`src/rtl/mul_pkg.sv`:
```
// Purpose : shared precision encodings, latency table, controller states and result formatting.
// Latency : n/a (type and function definitions only).
// Backpress: n/a.
package mul_pkg;

    typedef enum logic [1:0] {
        PREC_8    = 2'd0,
        PREC_16   = 2'd1,
        PREC_32   = 2'd2,
        PREC_RSVD = 2'd3
    } prec_e;

    typedef enum logic [1:0] {
        ST_IDLE = 2'd0,
        ST_BUSY = 2'd1,
        ST_RESP = 2'd2
    } state_e;

    // Multiplier latency in cycles per precision; reserved runs at full width.
    localparam int LAT_8     = 1;
    localparam int LAT_16    = 2;
    localparam int LAT_32    = 4;
    localparam int LAT_CNT_W = 2;

    // Down-counter load value: BUSY lasts LAT cycles, counting LAT-1 .. 0.
    function automatic logic [LAT_CNT_W-1:0] cnt_load(input prec_e prec);
        case (prec)
            PREC_8:  cnt_load = LAT_CNT_W'(LAT_8 - 1);
            PREC_16: cnt_load = LAT_CNT_W'(LAT_16 - 1);
            default: cnt_load = LAT_CNT_W'(LAT_32 - 1);
        endcase
    endfunction

    // Only the low 8/16 bits of the multiplier result are meaningful at the narrow precisions.
    function automatic logic [31:0] fmt_res(input prec_e prec, input logic [31:0] res);
        case (prec)
            PREC_8:  fmt_res = {{24{res[7]}}, res[7:0]};
            PREC_16: fmt_res = {{16{res[15]}}, res[15:0]};
            default: fmt_res = res;
        endcase
    endfunction

endpackage

```
`src/rtl/rr_arbiter.sv`:
```
// Purpose : round-robin one-hot grant over N requesters with a registered search pointer.
// Latency : grant is combinational; pointer moves on the edge where i_take is high.
// Backpress: pointer holds until the owner takes the grant.
// Ports   : i_req request vector, i_take grant consumed, o_gnt one-hot, o_gnt_id index, o_any.
module rr_arbiter #(
    parameter int N  = 4,
    parameter int IW = $clog2(N)
) (
    input  logic          clk,
    input  logic          rst_n,
    input  logic [N-1:0]  i_req,
    input  logic          i_take,
    output logic [N-1:0]  o_gnt,
    output logic [IW-1:0] o_gnt_id,
    output logic          o_any
);

    localparam int            SW   = IW + 1;
    localparam logic [IW-1:0] LAST = IW'(N - 1);
    localparam logic [IW-1:0] ONE  = IW'(1);

    logic [IW-1:0] r_ptr;
    logic [IW-1:0] w_id;
    logic [SW-1:0] w_sum;
    logic          w_found;

    // Scan from r_ptr upward, wrapping at N; the first requester seen wins.
    always_comb begin
        w_found = 1'b0;
        w_id    = '0;
        w_sum   = '0;
        o_gnt   = '0;
        for (int k = 0; k < N; k++) begin
            w_sum = {1'b0, r_ptr} + SW'(k);
            if (w_sum >= SW'(N)) begin
                w_sum = w_sum - SW'(N);
            end
            if (!w_found && i_req[w_sum[IW-1:0]]) begin
                w_found = 1'b1;
                w_id    = w_sum[IW-1:0];
            end
        end
        if (w_found) begin
            o_gnt[w_id] = 1'b1;
        end
    end

    assign o_gnt_id = w_id;
    assign o_any    = w_found;

    always_ff @(posedge clk or negedge rst_n) begin
        if (!rst_n) begin
            r_ptr <= '0;
        end else if (i_take && w_found) begin
            r_ptr <= (w_id == LAST) ? '0 : w_id + ONE;
        end
    end

endmodule

```
`src/rtl/mul_prec_sched.sv`:
```
// Purpose : schedules requester operations onto one shared multi-cycle multiplier by precision.
// Latency : accept in IDLE, LAT (1/2/4) BUSY cycles, then a registered response held in RESP.
// Backpress: response held until resp_ready; no requester is accepted outside IDLE.
// Ports   : req_* per-requester operands/handshake, mul_* multiplier side, resp_* result side,
//           busy (not IDLE), op_count (completed responses, wrapping).
module mul_prec_sched
    import mul_pkg::*;
#(
    parameter int NUM_REQ = 4,
    parameter int ID_W    = $clog2(NUM_REQ)
) (
    input  logic                    clk,
    input  logic                    rst_n,
    input  logic [NUM_REQ-1:0]      req_valid,
    output logic [NUM_REQ-1:0]      req_ready,
    input  logic [NUM_REQ*16-1:0]   req_a,
    input  logic [NUM_REQ*16-1:0]   req_b,
    input  logic [NUM_REQ*2-1:0]    req_prec,
    output logic [15:0]             mul_a,
    output logic [15:0]             mul_b,
    output logic                    mul_valid,
    input  logic [31:0]             mul_res,
    output logic                    resp_valid,
    input  logic                    resp_ready,
    output logic [31:0]             resp_data,
    output logic [ID_W-1:0]         resp_id,
    output logic                    resp_err,
    output logic                    busy,
    output logic [15:0]             op_count
);

    state_e               r_state;
    state_e               w_state_nxt;
    logic [LAT_CNT_W-1:0] r_cnt;
    logic [15:0]          r_a;
    logic [15:0]          r_b;
    prec_e                r_prec;
    logic [ID_W-1:0]      r_id;
    logic                 r_mul_valid;
    logic                 r_resp_valid;
    logic [31:0]          r_resp_data;
    logic [ID_W-1:0]      r_resp_id;
    logic                 r_resp_err;
    logic [15:0]          r_op_count;

    logic [NUM_REQ-1:0]   w_gnt;
    logic [ID_W-1:0]      w_gnt_id;
    logic                 w_any;
    logic                 w_take;
    logic                 w_done;
    logic                 w_hs;
    prec_e                w_sel_prec;

    // rst_n gates the grant so no req_ready can leak while reset is held.
    assign w_take     = rst_n && (r_state == ST_IDLE) && w_any;
    assign w_done     = (r_state == ST_BUSY) && (r_cnt == '0);
    assign w_hs       = (r_state == ST_RESP) && r_resp_valid && resp_ready;
    assign w_sel_prec = prec_e'(req_prec[2*w_gnt_id +: 2]);

    rr_arbiter #(
        .N  (NUM_REQ),
        .IW (ID_W)
    ) u_arb (
        .clk      (clk),
        .rst_n    (rst_n),
        .i_req    (req_valid),
        .i_take   (w_take),
        .o_gnt    (w_gnt),
        .o_gnt_id (w_gnt_id),
        .o_any    (w_any)
    );

    always_ff @(posedge clk or negedge rst_n) begin
        if (!rst_n) begin
            r_state <= ST_IDLE;
        end else begin
            r_state <= w_state_nxt;
        end
    end

    always_comb begin
        w_state_nxt = r_state;
        req_ready   = '0;
        case (r_state)
            ST_IDLE: begin
                if (w_take) begin
                    w_state_nxt = ST_BUSY;
                    req_ready   = w_gnt;
                end
            end
            ST_BUSY: begin
                if (w_done) begin
                    w_state_nxt = ST_RESP;
                end
            end
            ST_RESP: begin
                if (w_hs) begin
                    w_state_nxt = ST_IDLE;
                end
            end
            default: w_state_nxt = ST_IDLE;
        endcase
    end

    always_ff @(posedge clk or negedge rst_n) begin
        if (!rst_n) begin
            r_cnt        <= '0;
            r_a          <= '0;
            r_b          <= '0;
            r_prec       <= PREC_8;
            r_id         <= '0;
            r_mul_valid  <= 1'b0;
            r_resp_valid <= 1'b0;
            r_resp_data  <= '0;
            r_resp_id    <= '0;
            r_resp_err   <= 1'b0;
            r_op_count   <= '0;
        end else begin
            // Start pulse covers exactly the first BUSY cycle.
            r_mul_valid <= w_take;
            if (w_take) begin
                r_a    <= req_a[16*w_gnt_id +: 16];
                r_b    <= req_b[16*w_gnt_id +: 16];
                r_prec <= w_sel_prec;
                r_id   <= w_gnt_id;
                r_cnt  <= cnt_load(w_sel_prec);
            end else if ((r_state == ST_BUSY) && !w_done) begin
                r_cnt <= r_cnt - LAT_CNT_W'(1);
            end
            if (w_done) begin
                r_resp_valid <= 1'b1;
                r_resp_data  <= fmt_res(r_prec, mul_res);
                r_resp_id    <= r_id;
                r_resp_err   <= (r_prec == PREC_RSVD);
            end
            if (w_hs) begin
                r_resp_valid <= 1'b0;
                r_op_count   <= r_op_count + 16'd1;
            end
        end
    end

    assign mul_a      = r_a;
    assign mul_b      = r_b;
    assign mul_valid  = r_mul_valid;
    assign resp_valid = r_resp_valid;
    assign resp_data  = r_resp_data;
    assign resp_id    = r_resp_id;
    assign resp_err   = r_resp_err;
    assign busy       = (r_state != ST_IDLE);
    assign op_count   = r_op_count;

endmodule
```
`config.mk`:
```
export PLATFORM = sky130hd
export DESIGN_NAME = mul_prec_sched
export DESIGN_NICKNAME = d
export VERILOG_FILES = /design/src/rtl/mul_pkg.sv /design/src/rtl/rr_arbiter.sv /design/src/rtl/mul_prec_sched.sv
export SDC_FILE = /design/constraint.sdc
export NUM_CORES = 1
export LEC_CHECK = 0
export BUFFER_PORTS_ARGS = -buffer_cell sky130_fd_sc_hd__buf_2
export CELL_PAD_IN_SITES_DETAIL_PLACEMENT = 1
export CELL_PAD_IN_SITES_GLOBAL_PLACEMENT = 2
export CORE_MARGIN = 4
export CORE_UTILIZATION = 29
export DETAILED_ROUTE_END_ITERATION = 10
export PLACE_DENSITY_LB_ADDON = 0.1
export SYNTH_ARGS = -nofsm -noshare
export SYNTH_HDL_FRONTEND = slang
export SYNTH_SLANG_ARGS = --single-unit
```
`constraint.sdc`:
```
create_clock -name clk -period 3.5 [get_ports clk]
set_clock_uncertainty 0.1 [all_clocks]
set_input_delay 0.35 -clock clk [delete_from_list [all_inputs] [get_ports clk]]
set_output_delay 0.35 -clock clk [all_outputs]
set_load 0.05 [all_outputs]
```
==> results.py <==
metrics = {
    "power_and_ir_drop": {
        "switching_share": 0.4951,
        "p_clk_frac": 0.154,
        "combPwrFrac": 0.563,
        "p_sw_mw": 3.320,
        "ir_drop_uv": 414.6,
        "intPower_mw": 3.386,
        "p_per_area_nw_per_um2": 974.0,
        "leakage_nw": 3.542,
        "seqPwrFrac": 0.282,
        "power_mw": 6.707,
    },
    "clock_tree": {
        "worstSkewPairLatency_ns": 0.35,
        "cts_buffer_depth": 2,
        "cts.sinks": 95,
        "clk_pin_slew_ns": 0.07,
        "cts_resized": 0,
        "cts_buffers": 9,
        "clock-root-buffer": "clkbuf_16",
        "cts.htree.levels": 3,
        "cts_tree": "built",
    },
    "cells_and_area": {
        "multiInputGateArea_um2": 2459,
        "area_growth_pct": 37.68,
        "ff_latch_area_um2": 2377,
        "fin_nets": 880,
        "nFillCells": 1960,
        "drive_above_1_share": 0.4844,
        "diodes": 0,
    },
    "global_routing": {
        "grt_usage": 0.1628,
        "top_usage_layer": "met2",
        "grt_pass1_vias": 4824,
        "grt_max_degree": 66,
        "grtUsageMet2": 0.2980,
        "grt_util_met1": 0.1860,
        "gr-total-overflow": 0,
        "grt_use_met3": 0.05283,
        "grt_pass1_wl_um": 25610,
        "grt_antenna_before_repair": 0,
    },
    "synth": {
        "async_reset_ff_frac": 1.000,
        "ys_seq_area_frac": 0.4754,
        "ys_top_cells_by_area": "dfrtp_1 (48%), mux2i_1 (20%), mux2_2 (10%), nor2_1 (2.6%), nand2_1 (2.2%)",
        "synthFlopType": "dfrtp_1",
        "synth-xor-area-share": 0.02627,
        "avgSynthCellArea_um2": 11.34,
        "ys_types": 34,
        "yosys.area.top_type": "dfrtp_1",
        "netlist_area_um2": 5001,
        "synth_fp_nets": 622,
        "synthAdderAreaFrac": 0.01501,
        "synthMuxAreaShare": 0.3055,
        "yosysMostFrequentCell": "mux2i_1",
        "yosys.area_share.simple": 0.08256,
        "synth_top_area_frac": 0.4754,
        "yosysWarnings": 0,
        "synth_seq_cells": 95,
        "synth_top_family_by_area": "multiplexers",
        "synth_common_cells": "mux2i_1 (102), dfrtp_1 (95), mux2_2 (45)",
        "synth_compound_area_frac": 0.05679,
        "synth_edf_count": 0,
        "syn-instance-count": 441,
    },
    "run_status": {
        "status": "complete, no violations",
    },
    "routing": {
        "drc": 0,
        "post_drt_wl_per_cell_um": 17.17,
        "num_vias": 4274,
        "wirelength_um": 15860,
        "first_pass_iters": 4,
        "vias_per_cell": 4.626,
        "drt_iter0_markers": 88,
        "drtAntennaViolNets": 0,
    },
    "worst_setup_path": {
        "crit_required_ns": 3.05,
        "arrival_ns": 2.27,
        "slowest_delay_ns": 0.45,
        "startpoint_type": "flop",
        "cp_num_buf_inv": 2,
        "worstSetupPathType": "flop to primary output",
        "crit_family": "compound AO/OA/AOI/OAI gates",
        "cp-end-kind": "primary output",
        "crit_path_max_fanout": 21,
        "slowest_stage": "dfrtp_1",
        "crit_path_cell_trace": "a21oi_1 -> o21a_1 -> o22a_4 -> clkinv_1 -> ha_1 -> and2_1 -> buf_2",
    },
    "timing": {
        "drv_slew": 0,
        "relSlewSlack": 0.4294,
        "finalSetupViolCount": 0,
        "hold_violations": 0,
        "rsz0062_at_grt": "false",
        "fmax_ghz": 0.3679,
        "min_period_ns": 2.718,
        "finalSetupTns_ns": 0,
        "worstMarginPinSlew_ns": 0.8560,
        "period_share": 0.7766,
    },
    "floorplan": {
        "die_x_um": 139.3,
        "die-area_um2": 19410,
        "core_um2": 16760,
        "die-height_um": 139.3,
        "initial_core_util": 0.2984,
        "ios": 265,
        "rows": 47,
    },
    "min_path": {
        "hold_class": "input port to flop",
    },
    "placement": {
        "routabilityCongestion": 0.8842,
        "dp_hpwl_um": 12340,
        "port_buffers": 264,
    },
    "run": {
        "cap_violations": 0,
    },
}
## path summary, 6_finish.rpt
path / cells after the start / slack (ns) / from / endpoint
max: 7 / 0.78 / u_arb.r_ptr[1] / req_ready[0]
min reg2reg: 1 / 0.38 / op_count[15] / op_count[15]
min: 3 / 0.13 / mul_res[23] / resp_data[23]
max in group asynchronous: 4 / 1.59 / rst_n / resp_id[0]
max reg2reg: 7 / 1.09 / u_arb.r_ptr[1] / mul_b[11]
min in group asynchronous: 3 / 0.51 / rst_n / mul_b[5]
## cell type report
cell class,count,area share
flip-flops and latches,95,0.3453
repair buffers,275,0.2064
clock inverters,4,0.007632
clock buffers,12,0.03871
inverters,9,0.004906
well taps,220,0.03998
multi-input cells,309,0.3571
## per-layer routing
layer | part of all wire | vias up
met5 | 0 | -
met4 | 0.0093 | 0
met3 | 0.069 | 11
met2 | 0.52 | 152
met1 | 0.40 | 2044
li1 | - | 2067
## through the flow
step | hold slack (ns) | instances | cell area, um^2 | setup slack [ns] | util
floorplan | -0.04559 | 441 | 5001 | 0.9310 | -
CTS | 0.1184 | 924 | 6885 | 0.7392 | 0.4108
finish | 0.1343 | 924 | 6885 | 0.7819 | 0.4108
global placement | 0.3465 | 907 | 6556 | 1.156 | 0.3912
detailed placement | 0.3461 | 907 | 6556 | 1.060 | 0.3912
global route | 0.1133 | 924 | 6885 | 0.5780 | 0.4108
## power by group through the flow
stage | clock (mW) | combinational (mW) | sequential [mW]
3_5_place_dp | 0 | 3.84 | 1.92
5_1_grt | 1.13 | 4.04 | 1.97
3_3_place_gp | 0 | 3.76 | 1.90
2_1_floorplan | 0 | 1.51 | 3.24
6_report | 1.04 | 3.78 | 1.89
4_1_cts | 1.08 | 3.84 | 1.91
## layout by cell type, fill, tap and decap left out, types with 3 or more instances in the layout
cell type,instances
nor2_1,34
nand3_1,4
dfrtp_1,95
buf_4,10
o21ai_0,10
and2_1,4
and3_1,4
nand4_1,4
mux2i_1,102
clkbuf_8,3
ha_1,6
buf_2,263
nand2_1,29
xor2_1,4
xnor2_1,11
a21oi_1,21
clkbuf_16,9
inv_1,8
mux2_2,45
a31oi_1,10
## worst reg2reg max path, cell delays in order, from the launching register on
cell and delay [ns]:
dfrtp_1 0.45, a21oi_1 0.18, o21a_1 0.16, o22a_4 0.39
buf_4 0.36, mux2i_1 0.29, mux2i_1 0.10, mux2_2 0.27
## sequential cells by signal (all words and copies together), names as in the netlist
| name | cells |
|---|---|
| resp_data | 32 |
| mul_a | 16 |
| mul_b | 16 |
| op_count | 16 |
| r_cnt | 2 |
| r_id | 2 |
| r_prec | 2 |
| r_state | 2 |
| resp_id | 2 |
| u_arb.r_ptr | 2 |
| mul_valid | 1 |
| resp_err | 1 |
| resp_valid | 1 |
## cells by family (layout without fill, tap and decap cells)
| family | count (synthesis) | count (layout) |
|---|---|---|
| compound gates | 50 | 50 |
| xor+xnor | 15 | 15 |
| fa+ha+maj | 6 | 6 |
| buf+inv | 37 | 300 |
| flops | 95 | 95 |
| mux | 147 | 147 |
| simple gates | 91 | 91 |
## what timing repair did
item                                   in CTS  in global routing
setup endpoints to repair                   0                  0
buffers inserted                            0                  0
endpoints found under the hold margin      30                  0
hold buffers                                1                  0
Power figures use the tool's default switching activity.
